### config.mk
export PLATFORM = sky130hd
export DESIGN_NAME = gcdlcm_seq
export DESIGN_NICKNAME = d
export VERILOG_FILES = /design/src/rtl/gcdlcm_seq.sv
export SDC_FILE = /design/constraint.sdc
export NUM_CORES = 1
export LEC_CHECK = 0
export BUFFER_PORTS_ARGS = -buffer_cell sky130_fd_sc_hd__buf_4
export CAP_MARGIN = 25
export CORE_MARGIN = 2
export CORE_UTILIZATION = 40
export CTS_CLUSTER_SIZE = 14
export DETAILED_ROUTE_END_ITERATION = 10
export MAX_ROUTING_LAYER = met4
export PLACE_DENSITY = 0.64
export SLEW_MARGIN = 15
export SYNTH_ARGS = -nofsm -noshare
export SYNTH_HDL_FRONTEND = slang
export SYNTH_SLANG_ARGS = --single-unit
### constraint.sdc
create_clock -name clk -period 3.9 [get_ports clk]
set_input_delay 0.585 -clock clk [delete_from_list [all_inputs] [get_ports clk]]
set_output_delay 0.585 -clock clk [all_outputs]
set_load 0.01 [all_outputs]
### src/rtl/gcdlcm_seq.sv
// gcdlcm_seq: multi-cycle GCD/LCM sequencer and datapath for the coprocessor.
// GCD uses subtractive Euclid, LCM uses alternating accumulation, one
// compare/step per cycle. Stall holds the core's PC while the block works,
// and Done strobes for one cycle while Result is written back.
// Optional feature: define GCDLCM_WATCHDOG_EN to bound CALC to MAX_ITER steps
// and flag the abort on Err. Otherwise Err is tied low.
module gcdlcm_seq #(
    parameter int WIDTH    = 32,
    parameter int MAX_ITER = 1024
) (
    input  logic             clk,
    input  logic             reset,
    input  logic             Start,
    input  logic             Op,
    input  logic [WIDTH-1:0] SrcA,
    input  logic [WIDTH-1:0] SrcB,
    output logic             Stall,
    output logic             Done,
    output logic [WIDTH-1:0] Result,
    output logic             Ovf,
    output logic             Err
);

    typedef enum logic [1:0] {
        S_IDLE = 2'd0,
        S_CALC = 2'd1,
        S_DONE = 2'd2
    } state_t;

    state_t           state, state_next;
    logic [WIDTH-1:0] a_q, b_q, x_q, y_q;
    logic [WIDTH-1:0] a_next, b_next, x_next, y_next;
    logic             op_q, op_next;
    logic [WIDTH-1:0] res_next;
    logic             done_next, ovf_next;
    logic [WIDTH:0]   sum;

`ifdef GCDLCM_WATCHDOG_EN
    localparam int CW = $clog2(MAX_ITER + 1);
    logic [CW-1:0] cnt_q, cnt_next;
    logic          err_q, err_next;
    assign Err = err_q;
`else
    assign Err = 1'b0;
`endif

    // The PC is held while a launch is requested and throughout CALC, never during reset.
    assign Stall = ~reset & (((state == S_IDLE) & Start) | (state == S_CALC));

    // State register.
    always_ff @(posedge clk) begin
        // NOTE: sequential state uses non-blocking assignments so every register
        // samples the pre-edge values, regardless of statement order.
        if (reset) state <= S_IDLE;
        else       state <= state_next;
    end

    // Next-state and datapath step: capture in IDLE, one compare/step in CALC.
    always_comb begin
        // NOTE: every signal gets a default before the case so no path leaves it
        // unassigned, which would otherwise infer a latch.
        state_next = state;
        a_next     = a_q;
        b_next     = b_q;
        x_next     = x_q;
        y_next     = y_q;
        op_next    = op_q;
        res_next   = Result;
        done_next  = 1'b0;
        ovf_next   = 1'b0;
        sum        = '0;
`ifdef GCDLCM_WATCHDOG_EN
        cnt_next   = cnt_q;
        err_next   = 1'b0;
`endif
        unique case (state)
            S_IDLE: begin
                if (Start) begin
                    a_next  = SrcA;
                    b_next  = SrcB;
                    x_next  = SrcA;
                    y_next  = SrcB;
                    op_next = Op;
`ifdef GCDLCM_WATCHDOG_EN
                    cnt_next = '0;
`endif
                    if (SrcA == '0 || SrcB == '0) begin
                        // With one operand zero, the OR is the other operand, which is the GCD.
                        state_next = S_DONE;
                        done_next  = 1'b1;
                        res_next   = Op ? '0 : (SrcA | SrcB);
                    end else begin
                        state_next = S_CALC;
                    end
                end
            end
            S_CALC: begin
`ifdef GCDLCM_WATCHDOG_EN
                if (cnt_q == CW'(MAX_ITER)) begin
                    state_next = S_DONE;
                    done_next  = 1'b1;
                    res_next   = '0;
                    err_next   = 1'b1;
                end else
`endif
                if (x_q == y_q) begin
                    state_next = S_DONE;
                    done_next  = 1'b1;
                    res_next   = x_q;
                end else if (!op_q) begin
                    if (x_q > y_q) x_next = x_q - y_q;
                    else           y_next = y_q - x_q;
`ifdef GCDLCM_WATCHDOG_EN
                    cnt_next = cnt_q + CW'(1);
`endif
                end else begin
                    // Advance the smaller multiple. The extra bit catches wrap-around.
                    if (x_q < y_q) sum = {1'b0, x_q} + {1'b0, a_q};
                    else           sum = {1'b0, y_q} + {1'b0, b_q};
                    if (sum[WIDTH]) begin
                        state_next = S_DONE;
                        done_next  = 1'b1;
                        res_next   = '0;
                        ovf_next   = 1'b1;
                    end else begin
                        if (x_q < y_q) x_next = sum[WIDTH-1:0];
                        else           y_next = sum[WIDTH-1:0];
`ifdef GCDLCM_WATCHDOG_EN
                        cnt_next = cnt_q + CW'(1);
`endif
                    end
                end
            end
            S_DONE: begin
                // Start is still high from the same instruction here. Leaving
                // unconditionally stops it from relaunching.
                state_next = S_IDLE;
            end
            default: state_next = S_IDLE;
        endcase
    end

    // Datapath and output registers.
    always_ff @(posedge clk) begin
        if (reset) begin
            a_q    <= '0;
            b_q    <= '0;
            x_q    <= '0;
            y_q    <= '0;
            op_q   <= 1'b0;
            Result <= '0;
            Done   <= 1'b0;
            Ovf    <= 1'b0;
`ifdef GCDLCM_WATCHDOG_EN
            cnt_q  <= '0;
            err_q  <= 1'b0;
`endif
        end else begin
            a_q    <= a_next;
            b_q    <= b_next;
            x_q    <= x_next;
            y_q    <= y_next;
            op_q   <= op_next;
            Result <= res_next;
            Done   <= done_next;
            Ovf    <= ovf_next;
`ifdef GCDLCM_WATCHDOG_EN
            cnt_q  <= cnt_next;
            err_q  <= err_next;
`endif
        end
    end

endmodule

# After elaboration in Yosys (flattened, before gate mapping)
# Cells that the tools add are included.
totals:
  regBits: 165
  input_bits: 68
  output_inout_bits: 36
classes:
  n_addsub: 4
  order_cmp: 2
  eq_ne: 12
  mux: 37
  bitwise: 6
  reduce_logical: 11
op_table:
  columns: ["operator", "n"]
  rows:
  - ["$mux 32", 18]
  - ["$pmux 32 s2", 3]
  - ["$mux 33", 4]
  - ["$add 32x32->33", 2]
  - ["$logic_not 32->1", 2]
  - ["$sub 32x32->32", 2]
  - ["$eq 32x32->1", 1]
  - ["$gt 32x32->1", 1]
  - ["$lt 32x32->1", 1]
  - ["$or 32x32->32", 1]
  - ["$reduce_and 6->1", 2]
  - ["$mux 2", 5]
  - ["$ne 3x2->1 const B", 3]
  - ["$ne 3x3->1 const B", 3]
  - ["$mux 1", 5]
  - ["$reduce_and 5->1", 1]
  - ["$ne 2x2->1 const B", 2]
  - ["$pmux 2 s2", 1]
  - ["$ne 3x1->1 const B", 1]
  - ["$reduce_and 3->1", 1]
  - ["$reduce_or 3->1", 1]
  - ["$and 1x1->1", 2]
  - ["$eq 2x1->1 const B", 1]
  - ["$logic_not 2->1", 1]
  - ["7 further kinds", 8]

# Logic depth before layout (Yosys ltp)
# Gate-level depths: netlist of run 1.
logic_depth:
  ltp_word: 10
  depth_mapped: 16

# Worst setup path before layout of run 1
# Ideal clock, no wire load.
synth_timing:
  path_type: "register -> register"
  startpoint: "register x_q[2]"
  endpoint: "register Result[16]"
  t_arrival_ns: 3.100
  t_required_ns: 3.812
  slack_ns: 0.712
  path_stages_with_launch: 15
  path_buffers: 2
  synth_period_minus_slack_ns: 3.188
  path_cell_list: "dfxtp_1 > inv_1 > ha_1 > nor2b_4 > o31a_1 > o311ai_2 > a31oi_1 > or2_1 > buf_2 > o211ai_2 > nand3_4 > a311oi_4 > buf_6 > nor2_2 > a311oi_2"
synth_between:
  elab_chain_cells: 7
  elab_cells_between_ends: 12
  cone_classes: "add/sub: 1; order compare: 1; eq/ne: 3; mux: 6; reduce/logical: 1"
synth_rtl:
  columns: ["element", "line", "source"]
  rows:
  - ["start: declaration", "31", "logic [WIDTH-1:0] a_q, b_q, x_q, y_q;"]
  - ["start signal: assignment", "161", "x_q <= x_next;"]
  - ["$add 32x32->33 / $lt 32x32->1 (equally long branches)", "118", "if (x_q < y_q) sum = {1'b0, x_q} + {1'b0, a_q};"]
  - ["$mux 33", "118", null]
  - ["$mux 33", "110", "end else if (!op_q) begin"]
  - ["$mux 33", "106", "if (x_q == y_q) begin"]
  - ["$mux 33", "76", "unique case (state)"]
  - ["$ne 3x1->1 (no source line)", null, null]
  - ["$reduce_and 5->1 (no source line)", null, null]
  - ["end signal: assignment", "164", "Result <= res_next;"]
  - ["end: declaration", "19", "output logic [WIDTH-1:0] Result,"]
# Several ways; a longest one is shown, not always the timed one. The select of a mux whose other input is x is not followed.
# A chain may end at the register's enable or synchronous reset.

# Final worst setup path of run 1
layout_timing:
  startpoint: "register x_q[25]"
  endpoint: "register x_q[29]"
layout_between:
  elab_chain_cells: 10
  elab_cells_between_ends: 20
  cone_classes: "add/sub: 2; order compare: 2; eq/ne: 5; mux: 10; reduce/logical: 1"
layout_rtl:
  columns: ["element", "line", "source"]
  rows:
  - ["$add 32x32->33 / $lt 32x32->1 (equally long branches)", "118, 126", null]
  - ["$mux 33", "118", null]
  - ["$mux 33", "110", null]
  - ["$mux 33", "106", null]
  - ["$mux 33", "76", null]
  - ["$mux 32", "126", "if (x_q < y_q) x_next = sum[WIDTH-1:0];"]
  - ["$mux 32", "120", "if (sum[WIDTH]) begin"]
  - ["$mux 32", "110", null]
  - ["$mux 32", "106", null]
  - ["$pmux 32 s2", "76", null]
# Several ways; a longest one is shown, not always the timed one. The select of a mux whose other input is x is not followed.

==> results of run 1 <==
-- synth_stat cells (11+ instances only) --
| cell type | instances | area share, % |
|---|---|---|
| nand2_1 | 293 | 7.5 |
| a21oi_1 | 252 | 8.7 |
| dfxtp_1 | 165 | 23 |
| nor2_1 | 144 | 3.7 |
| o21ai_0 | 136 | 4.7 |
| ha_1 | 127 | 11 |
| inv_1 | 97 | 2.5 |
| clkbuf_1 | 79 | 2.0 |
| xnor2_1 | 69 | 4.1 |
| a21o_1 | 42 | 2.2 |
| a211oi_1 | 34 | 1.8 |
| buf_2 | 32 | 1.1 |
| nand4_1 | 31 | 1.3 |
| nor3_1 | 31 | 1.1 |
| a311oi_2 | 28 | 2.9 |
| nand3_1 | 27 | 0.93 |
| xor2_1 | 27 | 1.6 |
| o211ai_1 | 24 | 1.2 |
| o221ai_1 | 24 | 1.4 |
| nor4_1 | 21 | 0.90 |
| o21a_1 | 21 | 1.1 |
| o21bai_1 | 20 | 1.0 |
| a31oi_1 | 17 | 0.73 |
| or3_1 | 17 | 0.73 |
| o31ai_1 | 16 | 0.82 |
| nor2b_1 | 13 | 0.56 |
| a2111oi_0 | 11 | 0.66 |
| and3_1 | 11 | 0.47 |
| nor2_2 | 11 | 0.47 |
-- layout by cell type, fill, tap and decap left out, types with 32 or more instances in the layout --
master and n:
a211oi_1 32, a21o_1 42, a21oi_1 250, buf_4 211, dfxtp_1 162, ha_1 125
inv_1 97, nand2_1 292, nor2_1 142, o21ai_0 135, xnor2_1 69
-- worst max-delay path: stages (launching register included) --
cell	delay, ns
dfxtp_1	0.45
inv_1	0.09
ha_1	0.41
nand4_1	0.25
nor4_4	0.37
buf_4	0.17
o21ai_1	0.05
a31oi_1	0.28
or2_1	0.22
buf_12	0.17
a21oi_1	0.10
o21a_1	0.20
buf_4	0.20
or3_1	0.32
o21ai_0	0.25
a211oi_2	0.12
-- routing by layer --
layer / part of all wire, % / track usage (%)
met3: 12 / 8.10
met2: 39 / 46.4
met1: 48 / 53.2
met4: 1.6 / 7.35
met5: 0 / -
-- where the power goes --
part           internal, uW  leakage [uW]  switching, uW  total [uW]
Clock                   907      0.000272            847        1750
Combinational          3000       0.00522           4950        7960
Sequential             1950       0.00136            348        2300
Total                  5850       0.00685           6150       12000
-- cells by family (layout without fill, tap and decap cells) --
| logic type | after synthesis | in the layout | share of synthesized area [%] |
|---|---|---|---|
| AOI/OAI and AO/OA | 724 | 724 | 33.5 |
| xor gates and xnor gates | 96 | 96 | 5.77 |
| adders and majority gates | 131 | 131 | 11.5 |
| buffers and inverters | 225 | 347 | 6.40 |
| DFF | 165 | 165 | 22.7 |
| muxes | 6 | 6 | 0.421 |
| other | 1 | 3 | 0.0257 |
| and+or+nand+nor | 640 | 640 | 19.7 |
-- repair_timing --
item,in CTS,in global routing
gates resized for setup,0,20
buffers inserted,0,1
hold buffers,0,0
endpoints found under the hold margin,0,0
setup endpoints to repair,0,29
-- stage by stage --
step | instances | setup slack (ns) | total power (uW) | TNS (ns) | utilization, %
global placement | 2539 | -0.0205 | 9930 | -0.0205 | 45.7
CTS | 2570 | 0.0381 | 11700 | 0 | 47.3
floorplan | 1988 | 0.712 | 7000 | 0 | -
finish | 2573 | 0.0775 | 12000 | 0 | 47.5
detailed placement | 2539 | 0.0633 | 9870 | 0 | 45.7
global route | 2571 | -0.00248 | 12700 | -0.00248 | 47.5
-- sequential cells by signal, summed over array words and instances (netlist names) --
register / count
op_q: 1
a_q: 32
Result: 32
Done: 1
state: 2
x_q: 32
y_q: 32
b_q: 32
Ovf: 1
-- layout make-up --
type,instances,area (sq um)
multi-input combinational,1598,10400
clock inverter,12,123
antenna,2,5.00
timing repair buffer,219,1740
fill,3653,18800
clock buffer,19,443
sequential,165,3310
tap,461,577
inverter,97,364
-- worst paths after layout --
check                              start      end  slack, ns  depth (start not counted)
worst max-delay path             x_q[25]  x_q[29]       0.08                         15
worst min-delay path            SrcB[24]  b_q[24]       0.41                          3
worst min register to register    b_q[7]   b_q[7]       0.46                          2
worst max register to register   x_q[25]  x_q[29]       0.08                         15
==> reports/metrics.csv, run 1 <==
metric,value,unit
outcome,"complete, no violations",
syn_avg_cell_area,7.33,sq um
path_class,register to register,
dr.first_iter.drc_count,1710,
fmax,0.262,GHz
grt-ovfl-total,0,
rows,69,
peakVddDrop,354,uV
grt_pass1_wl,97.5,mm
synthesis.area,0.0146,sq mm
fin_crit_sh,98.0,%
die_h,195,um
wl,65.5,mm
syn_nets,2187,
power_density,707,mW/mm^2
cts_buffer_depth,2,
path_clk_slew,0.07,ns
leakage,0.00685,uW
worstHoldPathType,input port to register,
slew_violations,0,
hold_viol,0,
cts_tree,done,
yosys_warnings,0,
synth_edf_count,0,
placed_area,0.0163,sq mm
finalWeightedCongestion,1.01,
synth-seq-area-share,22.7,%
cp.arrival,4.13,ns
timing.slew.headroom,35.8,%
syn_inst,1988,
end_kind,register,
via_per_inst,6.28,
first_global_vias,14900,
crit_fanout,14,
dp_hpwl,51.5,mm
root_buffer,clkbuf_16,
core_area,0.0357,sq mm
worst_hold_slack,0.409,ns
async_flop_share,0,%
cp.required,4.21,ns
clk_latency,0.46,ns
antenna_found_initial,0,
setup.worst_path.start_class,register,
finalSetupViolCount,0,
finClkSkew,0.0136,ns
period_needed,3.82,ns
synth_ff_type,dfxtp_1,
start_util,40.8,%
first_pass_iters,6,
numClockSinks,165,
final_area,0.0170,sq mm
die_width,195,um
vias,16200,
cts_buffers,17,
synthToLayoutAreaGrowth,16.6,%
drive_above_1_share,16.0,%
die_area,0.0380,sq mm
fin_nets,2297,
synthDistinctLibCells,83,
grt_max_degree,65,
synth_seq_cells,165,
ant_nets,0,
ctsHtreeMaxLevel,4,
cap_violations,0,
io_buffers,102,
wl_per_cell,25.5,um
drc,0,
tightest_slew,0.960,ns
ios,104,
grt_usage,35.1,%
(Power assumes the default switching activity.)
==> run 2, diff against run 1 <==
==> constraint.sdc (replaced) <==
create_clock -name clk -period 3.9 [get_ports clk]
set_input_delay 0.585 -clock clk [delete_from_list [all_inputs] [get_ports clk]]
set_output_delay 0.585 -clock clk [all_outputs]
set_load 0.005 [all_outputs]
==> reports/metrics.csv, run 2 (synthesis gave the netlist of run 1 again) <==
metric,value,unit
outcome,"complete, no violations",
die_width,195,um
power_density,704,mW/mm^2
die_area,0.0380,sq mm
die_h,195,um
via_per_inst,6.26,
drive_above_1_share,16.1,%
p_total,12000,uW
hold_viol,0,
fin_crit_sh,96.5,%
peakVddDrop,384,uV
grt_max_degree,87,
slew_violations,0,
synthToLayoutAreaGrowth,16.8,%
io_buffers,102,
nFillCells,3638,
cts_tree,done,
worstHoldPathType,input port to register,
vias,16100,
critPathTopFamily,compound AO/OA/AOI/OAI gates,
first_global_vias,14800,
clk_latency,0.46,ns
final_area,0.0170,sq mm
cap_violations,0,
worstPathCellList,inv_1 > ha_1 > buf_4 > o21a_1 > o31a_1 > o31ai_1 > a21oi_1 > o21ai_1 > o31ai_1 > buf_4 > a21oi_1 > xnor2_1 > o22ai_1 > a2111oi_0,
tightest_slew,0.989,ns
setup.worst_path.start_class,register,
first_pass_iters,6,
fin_nets,2305,
ant_nets,0,
path_class,register to register,
timing.slew.headroom,34.0,%
wl,66.5,mm
grt_pass1_wl,97.2,mm
finalWeightedCongestion,1.05,
wl_per_cell,25.8,um
path_clk_slew,0.08,ns
drc,0,
final_cell_mix,"nand2_1, a21oi_1, buf_4",
ctsHtreeMaxLevel,4,
rr_worst_depth,14,
n_antenna_cell,0,
leakage,0.00689,uW
slowest_delay,0.44,ns
placed_area,0.0163,sq mm
dr.first_iter.drc_count,1885,
rows,69,
start_util,40.8,%
path_buf_inv,3,
layout_commonest_cell,nand2_1,
antenna_found_initial,1,
cp.depth,14,
multi_input_area,0.0104,sq mm
end_kind,register,
worst_hold_slack,0.395,ns
grt-ovfl-total,0,
crit_path_top_delay_cell,dfxtp_1,
dp_hpwl,52.0,mm
cts_buffers,17,
finClkSkew,0.0186,ns
crit_fanout,7,
cts_buffer_depth,2,
core_area,0.0357,sq mm
numClockSinks,165,
finalSetupViolCount,0,
seq_area,0.00330,sq mm
root_buffer,clkbuf_16,
whs_path_depth,3,
cp.arrival,4.11,ns
fin_util,47.6,%
fmax,0.266,GHz
ios,104,
cts_hold_buf,0,
period_needed,3.76,ns
cp.required,4.24,ns
grt_usage,35.3,%
## run 2: area by class of cell
cell class                      count  area share [%]
Clock buffer                       20            2.68
Inverter                           97            2.14
Multi-Input combinational cell   1598            61.1
Tap cell                          461            3.39
Clock inverter                     12           0.758
Timing Repair Buffer              227            10.5
Sequential cell                   165            19.4
## run 2: through the flow
| step | setup TNS [ns] | setup slack [ns] | instances |
|---|---|---|---|
| final | 0 | 0.135 | 2580 |
| after global placement | 0 | 0.147 | 2543 |
| after detailed placement | 0 | 0.0878 | 2543 |
| after CTS | 0 | 0.0448 | 2575 |
| after floorplan | 0 | 0.714 | 1988 |
| after global routing | -0.00259 | -0.00259 | 2580 |
## run 2: layer usage
| layer | global-route usage (%) | routed length [um] |
|---|---|---|
| met4 | 7.80 | 1570 |
| met2 | 44.7 | 24900 |
| met5 | - | 0 |
| met3 | 9.18 | 8470 |
| met1 | 54.2 | 31700 |
## run 2: repair_timing
action | 4_1_cts | 5_1_grt
resized for setup | 0 | 15
endpoints found under the setup margin | 0 | 37
buffers inserted | 0 | 4
## run 2: where the power goes
part,switching [uW],internal [uW],leakage (uW)
sequential,328,1950,0.00136
combinational,4910,3000,0.00525
clock,854,937,0.000283
## run 2: worst reg2reg max path, stage by stage (launching register included)
cell	delay, ns
dfxtp_1	0.44
inv_1	0.13
ha_1	0.33
buf_4	0.17
o21a_1	0.17
o31a_1	0.13
o31ai_1	0.37
a21oi_1	0.18
o21ai_1	0.28
o31ai_1	0.11
buf_4	0.16
a21oi_1	0.31
xnor2_1	0.25
o22ai_1	0.19
a2111oi_0	0.42
## run 2: final timing paths
| check | endpoint | startpoint | slack [ns] |
|---|---|---|---|
| worst min register to register | b_q[8] | b_q[8] | 0.46 |
| worst max-delay path | x_q[27] | x_q[2] | 0.14 |
| worst min-delay path | b_q[0] | SrcB[0] | 0.39 |
| worst max register to register | x_q[27] | x_q[2] | 0.14 |
